## src/rtl/adder_pkg.sv

```systemverilog
// Shared definitions for the adder family (adder, subtractor, ALU).
package adder_pkg;

  // Widest instance the ripple-carry core is allowed to elaborate.
  localparam int ADDER_MAX_WIDTH = 64;

  // Two's-complement overflow: both operands share a sign and the result
  // sign differs from it.
  function automatic logic adder_overflow(input logic a_msb,
                                          input logic b_msb,
                                          input logic s_msb);
    return (a_msb == b_msb) && (s_msb != a_msb);
  endfunction

endpackage

```

## src/rtl/adder_core_if.sv

```systemverilog
// Operand/result bundle for adder_core. The master drives operands,
// and the slave (the adder) returns registered results.
interface adder_core_if #(
  parameter int WIDTH = 4
);
  logic             in_valid;
  logic [WIDTH-1:0] A;
  logic [WIDTH-1:0] B;
  logic [WIDTH-1:0] Sum;
  logic             carry_out;
  logic             overflow;
  logic             out_valid;

  modport master (
    output in_valid, A, B,
    input  Sum, carry_out, overflow, out_valid
  );

  modport slave (
    input  in_valid, A, B,
    output Sum, carry_out, overflow, out_valid
  );
endinterface

```

## src/rtl/full_adder.sv

```systemverilog
// One-bit full-adder cell, the building block of the ripple-carry chain.
module full_adder (
  input  logic a,
  input  logic b,
  input  logic cin,
  output logic s,
  output logic cout
);
  assign s    = a ^ b ^ cin;
  assign cout = (a & b) | (cin & (a ^ b));
endmodule

```

## src/rtl/adder_core.sv

```systemverilog
// Registered WIDTH-bit adder. It uses a ripple-carry chain of full-adder
// cells and reports unsigned carry-out and signed overflow one cycle after
// a qualified input.
module adder_core
  import adder_pkg::*;
#(
  parameter int WIDTH = 4
) (
  input  logic       clk,
  input  logic       rst_n,
  adder_core_if.slave bus
);

  // Reject widths the core is not meant to build.
  generate
    if (WIDTH < 1 || WIDTH > ADDER_MAX_WIDTH) begin : g_bad_width
      $error("adder_core: WIDTH out of range 1..64");
    end
  endgenerate

  logic [WIDTH:0]   carry;
  logic [WIDTH-1:0] sum_comb;
  logic             ovf_comb;

  logic [WIDTH-1:0] sum_reg;
  logic             carry_reg;
  logic             ovf_reg;
  logic             valid_reg;

  assign carry[0] = 1'b0;

  generate
    for (genvar gi = 0; gi < WIDTH; gi++) begin : g_fa
      full_adder u_fa (
        .a    (bus.A[gi]),
        .b    (bus.B[gi]),
        .cin  (carry[gi]),
        .s    (sum_comb[gi]),
        .cout (carry[gi+1])
      );
    end
  endgenerate

  assign ovf_comb = adder_overflow(bus.A[WIDTH-1], bus.B[WIDTH-1], sum_comb[WIDTH-1]);

  // Result registers load only on qualified input. The valid flag tracks in_valid every cycle.
  always_ff @(posedge clk or negedge rst_n) begin
    if (!rst_n) begin
      sum_reg   <= '0;
      carry_reg <= 1'b0;
      ovf_reg   <= 1'b0;
      valid_reg <= 1'b0;
    end else begin
      valid_reg <= bus.in_valid;
      if (bus.in_valid) begin
        sum_reg   <= sum_comb;
        carry_reg <= carry[WIDTH];
        ovf_reg   <= ovf_comb;
      end
    end
  end

  assign bus.Sum       = sum_reg;
  assign bus.carry_out = carry_reg;
  assign bus.overflow  = ovf_reg;
  assign bus.out_valid = valid_reg;

endmodule

```

## src/flat_wrapper.sv

```systemverilog
// flat-port wrapper written by rule: the top's interface ports become plain ports
module adder_core_flat import adder_pkg::*;
#(
  parameter int WIDTH = 4
)
  (clk, rst_n, bus_in_valid, bus_A, bus_B, bus_Sum, bus_carry_out, bus_overflow, bus_out_valid);
  adder_core_if #(.WIDTH(WIDTH)) bus_i ();
  input  logic clk;
  input  logic rst_n;
  input wire logic [$bits(bus_i.in_valid)-1:0] bus_in_valid;
  input wire logic [$bits(bus_i.A)-1:0] bus_A;
  input wire logic [$bits(bus_i.B)-1:0] bus_B;
  output wire logic [$bits(bus_i.Sum)-1:0] bus_Sum;
  output wire logic [$bits(bus_i.carry_out)-1:0] bus_carry_out;
  output wire logic [$bits(bus_i.overflow)-1:0] bus_overflow;
  output wire logic [$bits(bus_i.out_valid)-1:0] bus_out_valid;
  assign bus_i.in_valid = bus_in_valid;
  assign bus_i.A = bus_A;
  assign bus_i.B = bus_B;
  assign bus_Sum = bus_i.Sum;
  assign bus_carry_out = bus_i.carry_out;
  assign bus_overflow = bus_i.overflow;
  assign bus_out_valid = bus_i.out_valid;
  adder_core #(.WIDTH(WIDTH)) u_core (.clk(clk), .rst_n(rst_n), .bus(bus_i));
endmodule
```

## config.mk

```make
export PLATFORM = sky130hd
export DESIGN_NAME = adder_core_flat
export DESIGN_NICKNAME = d
export VERILOG_FILES = /design/src/rtl/adder_pkg.sv /design/src/rtl/adder_core_if.sv /design/src/rtl/full_adder.sv /design/src/rtl/adder_core.sv /design/src/flat_wrapper.sv
export SDC_FILE = /design/constraint.sdc
export NUM_CORES = 1
export LEC_CHECK = 0
export CAP_MARGIN = 10
export CELL_PAD_IN_SITES_DETAIL_PLACEMENT = 0
export CELL_PAD_IN_SITES_GLOBAL_PLACEMENT = 2
export CORE_UTILIZATION = 24
export CTS_BUF_LIST = sky130_fd_sc_hd__clkbuf_8
export DETAILED_ROUTE_END_ITERATION = 7
export PLACE_DENSITY_LB_ADDON = 0.1
export RECOVER_POWER = 25
export SLEW_MARGIN = 5
export SYNTH_ARGS = -nofsm -noshare
export SYNTH_HDL_FRONTEND = slang
export SYNTH_SLANG_ARGS = --single-unit
```

## constraint.sdc

```tcl
create_clock -name clk -period 1 [get_ports clk]
set_input_delay 0.2 -clock clk [delete_from_list [all_inputs] [get_ports clk]]
set_output_delay 0.2 -clock clk [all_outputs]
set_load 0.05 [all_outputs]
```

==> results by group, run 1 <==
Run status
  • Status: complete, but fails checks
  • Failing checks: negative setup slack

Placed design
  • Placer Congestion: 0.651
  • Post-DP HPWL: 655 um
  • Cells after DPL: 67
  • Worst slack, placed: -1390 ps
  • Placed cell areas: 673 um2
  • Port buffer count: 17

STA
  • Tightest Pin Transition: 322 ps
  • Fmax: roughly 580 MHz
  • RSZ-0062 raised after global routing: true
  • Clock period minus worst slack: 1730 ps
  • Slew Limit Fails: 0
  • Final WS setup: -727 ps
  • # setup viols final: 4
  • Fin. Hold Viols: 0
  • Clock skew: 0 ps
  • Rel. slew slack: 78.5%
  • Hold_ws: 303 ps
  • Sum of negative setup slack: -2140 ps
  • Fin crit share: 173%

Clocking
  • Post-cts hold buffer count: 0
  • CTS tree: done
  • CTS Sinks: 7
  • Worst-skew pair later-pin latency: 220 ps
  • CTS H-tree depth: 1
  • Root buffer cell: clkbuf_8
  • Clock Tree Buf Depth: 2
  • Num CTS Buffers: 3
  • Clk slew on worst S/H paths: 40 ps

Final layout
  • Non-Filler Instances: 71
  • Share of layout cells above drive strength 1: around 47%
  • Nets: slightly above 70
  • Area Growth Syn to Fin: 87.9%
  • Final cell utilization of the core: 47.9%
  • Post-route cell area: 722 um2
  • Ant diodes: 0

Yosys
  • Largest family of logic cells by synthesized area: adder cells
  • Post-Synth XOR/XNOR Area: around 2.3%
  • Adder-Cell Fraction of Synth Area: 22.1%
  • Cell area after synthesis: 384 um2
  • Post-synthesis net count: 48
  • Post-synth EDFFs: 0
  • Most frequent cells after synthesis: inv_1 (9), dfrtp_1 (7), fa_1 (3)
  • Most frequent cell after synthesis: inv_1
  • Syn Area/Cell: 12.0 um2
  • Simple-gate portion of the synthesized area: around 3.6%
  • Post-synth top flop: dfrtp_1
  • Mapped Cells: 32
  • Synth cell types: 12
  • Yosys top cell by area: dfrtp_1
  • Asr flop ratio synth: 100%
  • FF+latch count, synth: 7
  • Synth Area in Compound Gates: ~4.2%
  • Post-synthesis sequential area ratio: 45.6%
  • Post-synth top area share: 45.6%
  • Ranking of synthesized cells by area: dfrtp_1 (46%), fa_1 (16%), inv_1 (8.8%)
  • Mux contribution to synthesized area: 10.4%
  • Synth warn: 0

GRT
  • Grt total ovfl: 0
  • GRT Overall Usage: 10.1%
  • Vias in the first global route: 313
  • Largest net degree at the start of global routing: 8
  • Antenna violations before repair: 0
  • First-pass GRT wire length: between 1000 and 1500 um

Setup path
  • Critical Path RT: 1100 ps
  • Worst EP arrival: 1830 ps
  • CP Capture Type: flip-flop
  • Critical path class: input port to flip-flop
  • R2r setup slk: 200 ps
  • Max FO, Critical Path: 2
  • Kind of start point of the critical path: input port

Min path
  • Hold WC Path Type: input port to async pin

Route
  • Via count: around 300
  • Vias per inst: 4.15
  • Antenna-violating nets left: 0
  • Residual DRC: 0
  • Initial DRC count: 1
  • First drt pass iteration count: 3
  • WL final: 761 um
  • Wire per inst: about 11 um

Die
  • IO Count: 18
  • Row cnt: 14
  • Die Footprint: about 0.0018 mm2
  • Die Ht: 42.0 um
  • Die X: 42.0 um
  • Starting Density: approximately a quarter
  • Core area: 0.00151 mm2

Power and ir drop
  • Worst VDD drop: 0.000869 V
  • Tot Pwr: 1.29 mW
  • Leak: 0.347 nW
  • P per Cell Area: 1780 mW/mm2

Job
  • Number of max-cap violations: 0
==> routing by layer <==
metal  up-vias  GRT usage [%]  routed length [um]
met1       145           10.7                 292
met4         0           7.74                   0
met2        10           16.9                 421
met3         0           2.59                  46
met5         -              0                   0
li1        140              -                   -
==> cell families (layout without fill, tap and decap cells) <==
kind of cell,after synthesis,in the layout
multiplexers,3,3
flip-flops,7,7
adder cells (fa/ha/maj),5,5
buffers and inverters,10,33
AO/OA/AOI/OAI,3,3
XOR/XNOR,1,1
AND/OR/NAND/NOR,3,3
==> worst max-delay path: stages <==
cell and delay (ps):
buf_6 80, ha_4 120, inv_2 30, fa_2 370, inv_2 60, fa_2 180, inv_2 30, fa_1 510
xor2_1 150, o22ai_1 100
==> report_power, final <==
group / switching [mW] / leakage (nW) / total [mW] / internal, mW
Combinational: 0.251 / 0.238 / 0.520 / 0.269
Sequential: 0.0487 / 0.0820 / 0.378 / 0.329
Clock: 0.123 / 0.0269 / 0.388 / 0.265
Total: 0.423 / 0.347 / 1.29 / 0.864
==> what timing repair did <==
action / CTS / global route
pin swaps: 7 / 5
endpoints found under the setup margin: 8 / 9
setup buffers: 0 / 0
resized for setup: 14 / 3
==> area by class of cell <==
class                      count  area (um2)
fill                         138         785
clock buffer                   3        41.3
sequential                     7         175
multi-input combinational     15         185
timing repair buffer          20         263
clock inverter                 1        3.75
tap                           16        20.0
inverter                       9        33.8
==> cells in the final DEF (no fill, tap or decap) <==
cell             instances
mux2_4                   2
clkdlybuf4s15_1          1
clkbuf_8                 3
fa_1                     1
buf_6                    2
fa_2                     2
inv_1                    5
o22ai_1                  1
inv_2                    5
dlygate4sd2_1            2
nand2b_1                 1
xor2_1                   1
a21oi_2                  1
mux2i_1                  1
a21oi_1                  1
dlygate4sd3_1            1
buf_12                   7
dfrtp_1                  7
clkdlybuf4s50_1          4
ha_1                     1
nor2_1                   2
buf_4                    3
ha_4                     1
==> registers in the layout, summed over array words and instances (netlist names) <==
name and flops:
u_core.bus.Sum 4, u_core.bus.out_valid 1, u_core.bus.carry_out 1, u_core.bus.overflow 1
==> final timing paths <==
kind | startpoint | to | depth (start not counted)
max | bus_A[0] | u_core.bus.overflow$_DFFE_PN0P_ | 10
min | rst_n | u_core.bus.Sum[2]$_DFFE_PN0P_ | 1
max reg2reg | u_core.bus.Sum[2]$_DFFE_PN0P_ | u_core.bus.Sum[2]$_DFFE_PN0P_ | 1
min reg2reg | u_core.bus.Sum[0]$_DFFE_PN0P_ | u_core.bus.Sum[0]$_DFFE_PN0P_ | 1
max in group asynchronous | rst_n | u_core.bus.Sum[1]$_DFFE_PN0P_ | 1
min in group clk | bus_B[0] | u_core.bus.Sum[0]$_DFFE_PN0P_ | 3
Power figures use the tool's default switching activity.
==> run 2: changes to the inputs <==
- CORE_UTILIZATION: 24 -> 22
- CTS_BUF_LIST: sky130_fd_sc_hd__clkbuf_8 -> default
==> results by group, run 2 (same netlist as run 1, synthesis figures left out) <==
Power and ir drop
  • Clock power frac: 21.9%
  • Internal cell power: 0.787 mW
  • Tot Pwr: about 1.2 mW
  • Worst VDD drop: about 0.00075 V
  • P per Cell Area: 1620 mW/mm2
  • Logic gate share of total power: a little under half
  • P_sw: 0.417 mW
  • Switching share of power: 34.7%
  • Seq pwr share: around 31%
  • Leak: 0.362 nW

Setup path
  • Kind of start point of the critical path: input port
  • Worst EP arrival: ~1800 ps
  • Critical Path RT: 1130 ps
  • CP Capture Type: flip-flop
  • Worst reg2reg endpoint: u_core.bus.Sum[0]$_DFFE_PN0P_
  • Critical path class: input port to flip-flop
  • R2r setup slk: 90 ps
  • Reg-to-reg startpoint: u_core.bus.Sum[0]$_DFFE_PN0P_
  • Max FO, Critical Path: 2
  • R2R depth: 2

Job
  • Number of max-cap violations: 0

Placed design
  • Placed cell areas: slightly below 700 um2
  • Worst slack, placed: -1380 ps
  • Port buffer count: 17
  • Post-DP HPWL: 585 um
  • Placer Congestion: ~0.69

Route
  • Residual DRC: 2
  • Via count: between 300 and 400
  • First drt pass iteration count: 5
  • WL final: just under 800 um
  • Vias per inst: 3.97
  • Initial DRC count: 4
  • Wire per inst: 10.4 um
  • Antenna-violating nets left: 0

GRT
  • GRT Overall Usage: under 10%
  • Vias in the first global route: 283
  • Grt total ovfl: 0
  • Largest net degree at the start of global routing: 8
  • First-pass GRT wire length: 1160 um
  • Antenna violations before repair: 0

Clocking
  • Clk slew on worst S/H paths: 60 ps
  • CTS H-tree depth: 1
  • Worst-skew pair later-pin latency: ~250 ps
  • Num CTS Buffers: 3
  • CTS Sinks: 7
  • CTS tree: done
  • Root buffer cell: clkbuf_4
  • Clock Tree Buf Depth: 2
  • Post-cts hold buffer count: 0

Final layout
  • Ant diodes: 0
  • Area Growth Syn to Fin: 93.5%
  • Leading cell type in the layout, fill and taps excluded: buf_4
  • Post-route cell area: 743 um2
  • Share of layout cells above drive strength 1: 51.7%
  • Fillers: 145
  • Most frequent cells in the layout: buf_4 (8), buf_12 (7), dfrtp_1 (7)
  • Largest register FFs: 4
  • Nets: a little under 80

Die
  • Row cnt: 14
  • Die X: 43.8 um
  • IO Count: 18
  • Die Footprint: 0.00192 mm2
  • Starting Density: 24.4%
  • Core area: 0.00158 mm2
  • Die Ht: 43.8 um

Min path
  • Hold WC Path Type: input port to async pin

STA
  • Clock skew: 0 ps
  • Slew Limit Fails: 0
  • Fin crit share: 171%
  • Final WS setup: -706 ps
  • Tightest Pin Transition: 320 ps
  • Clock period minus worst slack: 1710 ps
  • Sum of negative setup slack: -2240 ps
  • Fmax: 586 MHz
  • RSZ-0062 raised after global routing: true
  • # setup viols final: 10
  • Rel. slew slack: 78.6%
  • Fin. Hold Viols: 0

Run status
  • Failing checks: design-rule violations, negative setup slack
  • Status: complete, but fails checks
run 2: worst max path at each step:
stage	startpoint	to	slack [ps]
finish	bus_B[0]	u_core.bus.overflow$_DFFE_PN0P_	-710
global route	bus_B[0]	u_core.bus.overflow$_DFFE_PN0P_	-770
CTS	bus_B[0]	u_core.bus.overflow$_DFFE_PN0P_	-720
detailed placement	bus_B[0]	u_core.bus.overflow$_DFFE_PN0P_	-1380
global placement	bus_B[0]	u_core.bus.overflow$_DFFE_PN0P_	-1360
floorplan	bus_B[0]	u_core.bus.overflow$_DFFE_PN0P_	-770
run 2: cell type report:
| cell class | count | area (um2) | area share, % |
|---|---|---|---|
| multi-input cells | 15 | 189 | 25.4 |
| flip-flops and latches | 7 | 175 | 23.6 |
| repair buffers | 25 | 299 | 40.2 |
| clock buffers | 4 | 26.3 | 3.54 |
| inverters | 9 | 33.8 | 4.55 |
| well taps | 16 | 20.0 | 2.69 |
run 2: worst max-delay path, stage by stage:
cell     delay [ps]
buf_6            70
ha_4            120
inv_2            40
fa_2            370
inv_2            60
fa_2            190
inv_2            40
fa_1            510
xor2_1          150
o22ai_1          90
run 2: per-layer routing:
metal,routed length (um),track usage [%],up-vias
met5,0,0,-
met4,18,7.50,0
met1,343,9.09,132
met3,83,5.83,5
met2,343,12.5,14
li1,-,-,151
run 2: power by group through the flow:
stage	Sequential (mW)	Clock [mW]	Combinational, mW
global route	0.382	0.287	0.590
floorplan	0.513	0	0.102
finish	0.376	0.264	0.564
CTS	0.376	0.276	0.551
global placement	0.379	0	0.520
detailed placement	0.381	0	0.524
run 2: metrics by stage:
| stage | hold slack, ps | utilization (%) | std cells |
|---|---|---|---|
| 2_1_floorplan | -95.6 | - | 32 |
| 3_3_place_gp | 487 | 43.2 | 68 |
| 3_5_place_dp | 485 | 43.2 | 68 |
| 4_1_cts | 213 | 46.2 | 75 |
| 5_1_grt | 291 | 47.1 | 76 |
| 6_report | 274 | 47.1 | 76 |
run 2: repair_timing:
action | CTS | global route
setup buffers | 3 | 1
setup endpoints to repair | 13 | 11
gates resized for setup | 14 | 2
pin swaps | 5 | 1
==> run 3: changes to the inputs <==
- ABC_CLOCK_PERIOD_IN_PS: default -> 1000
==> results of run 3 <==
No change in the layout: final DEF, timing and power equal those of run 2.
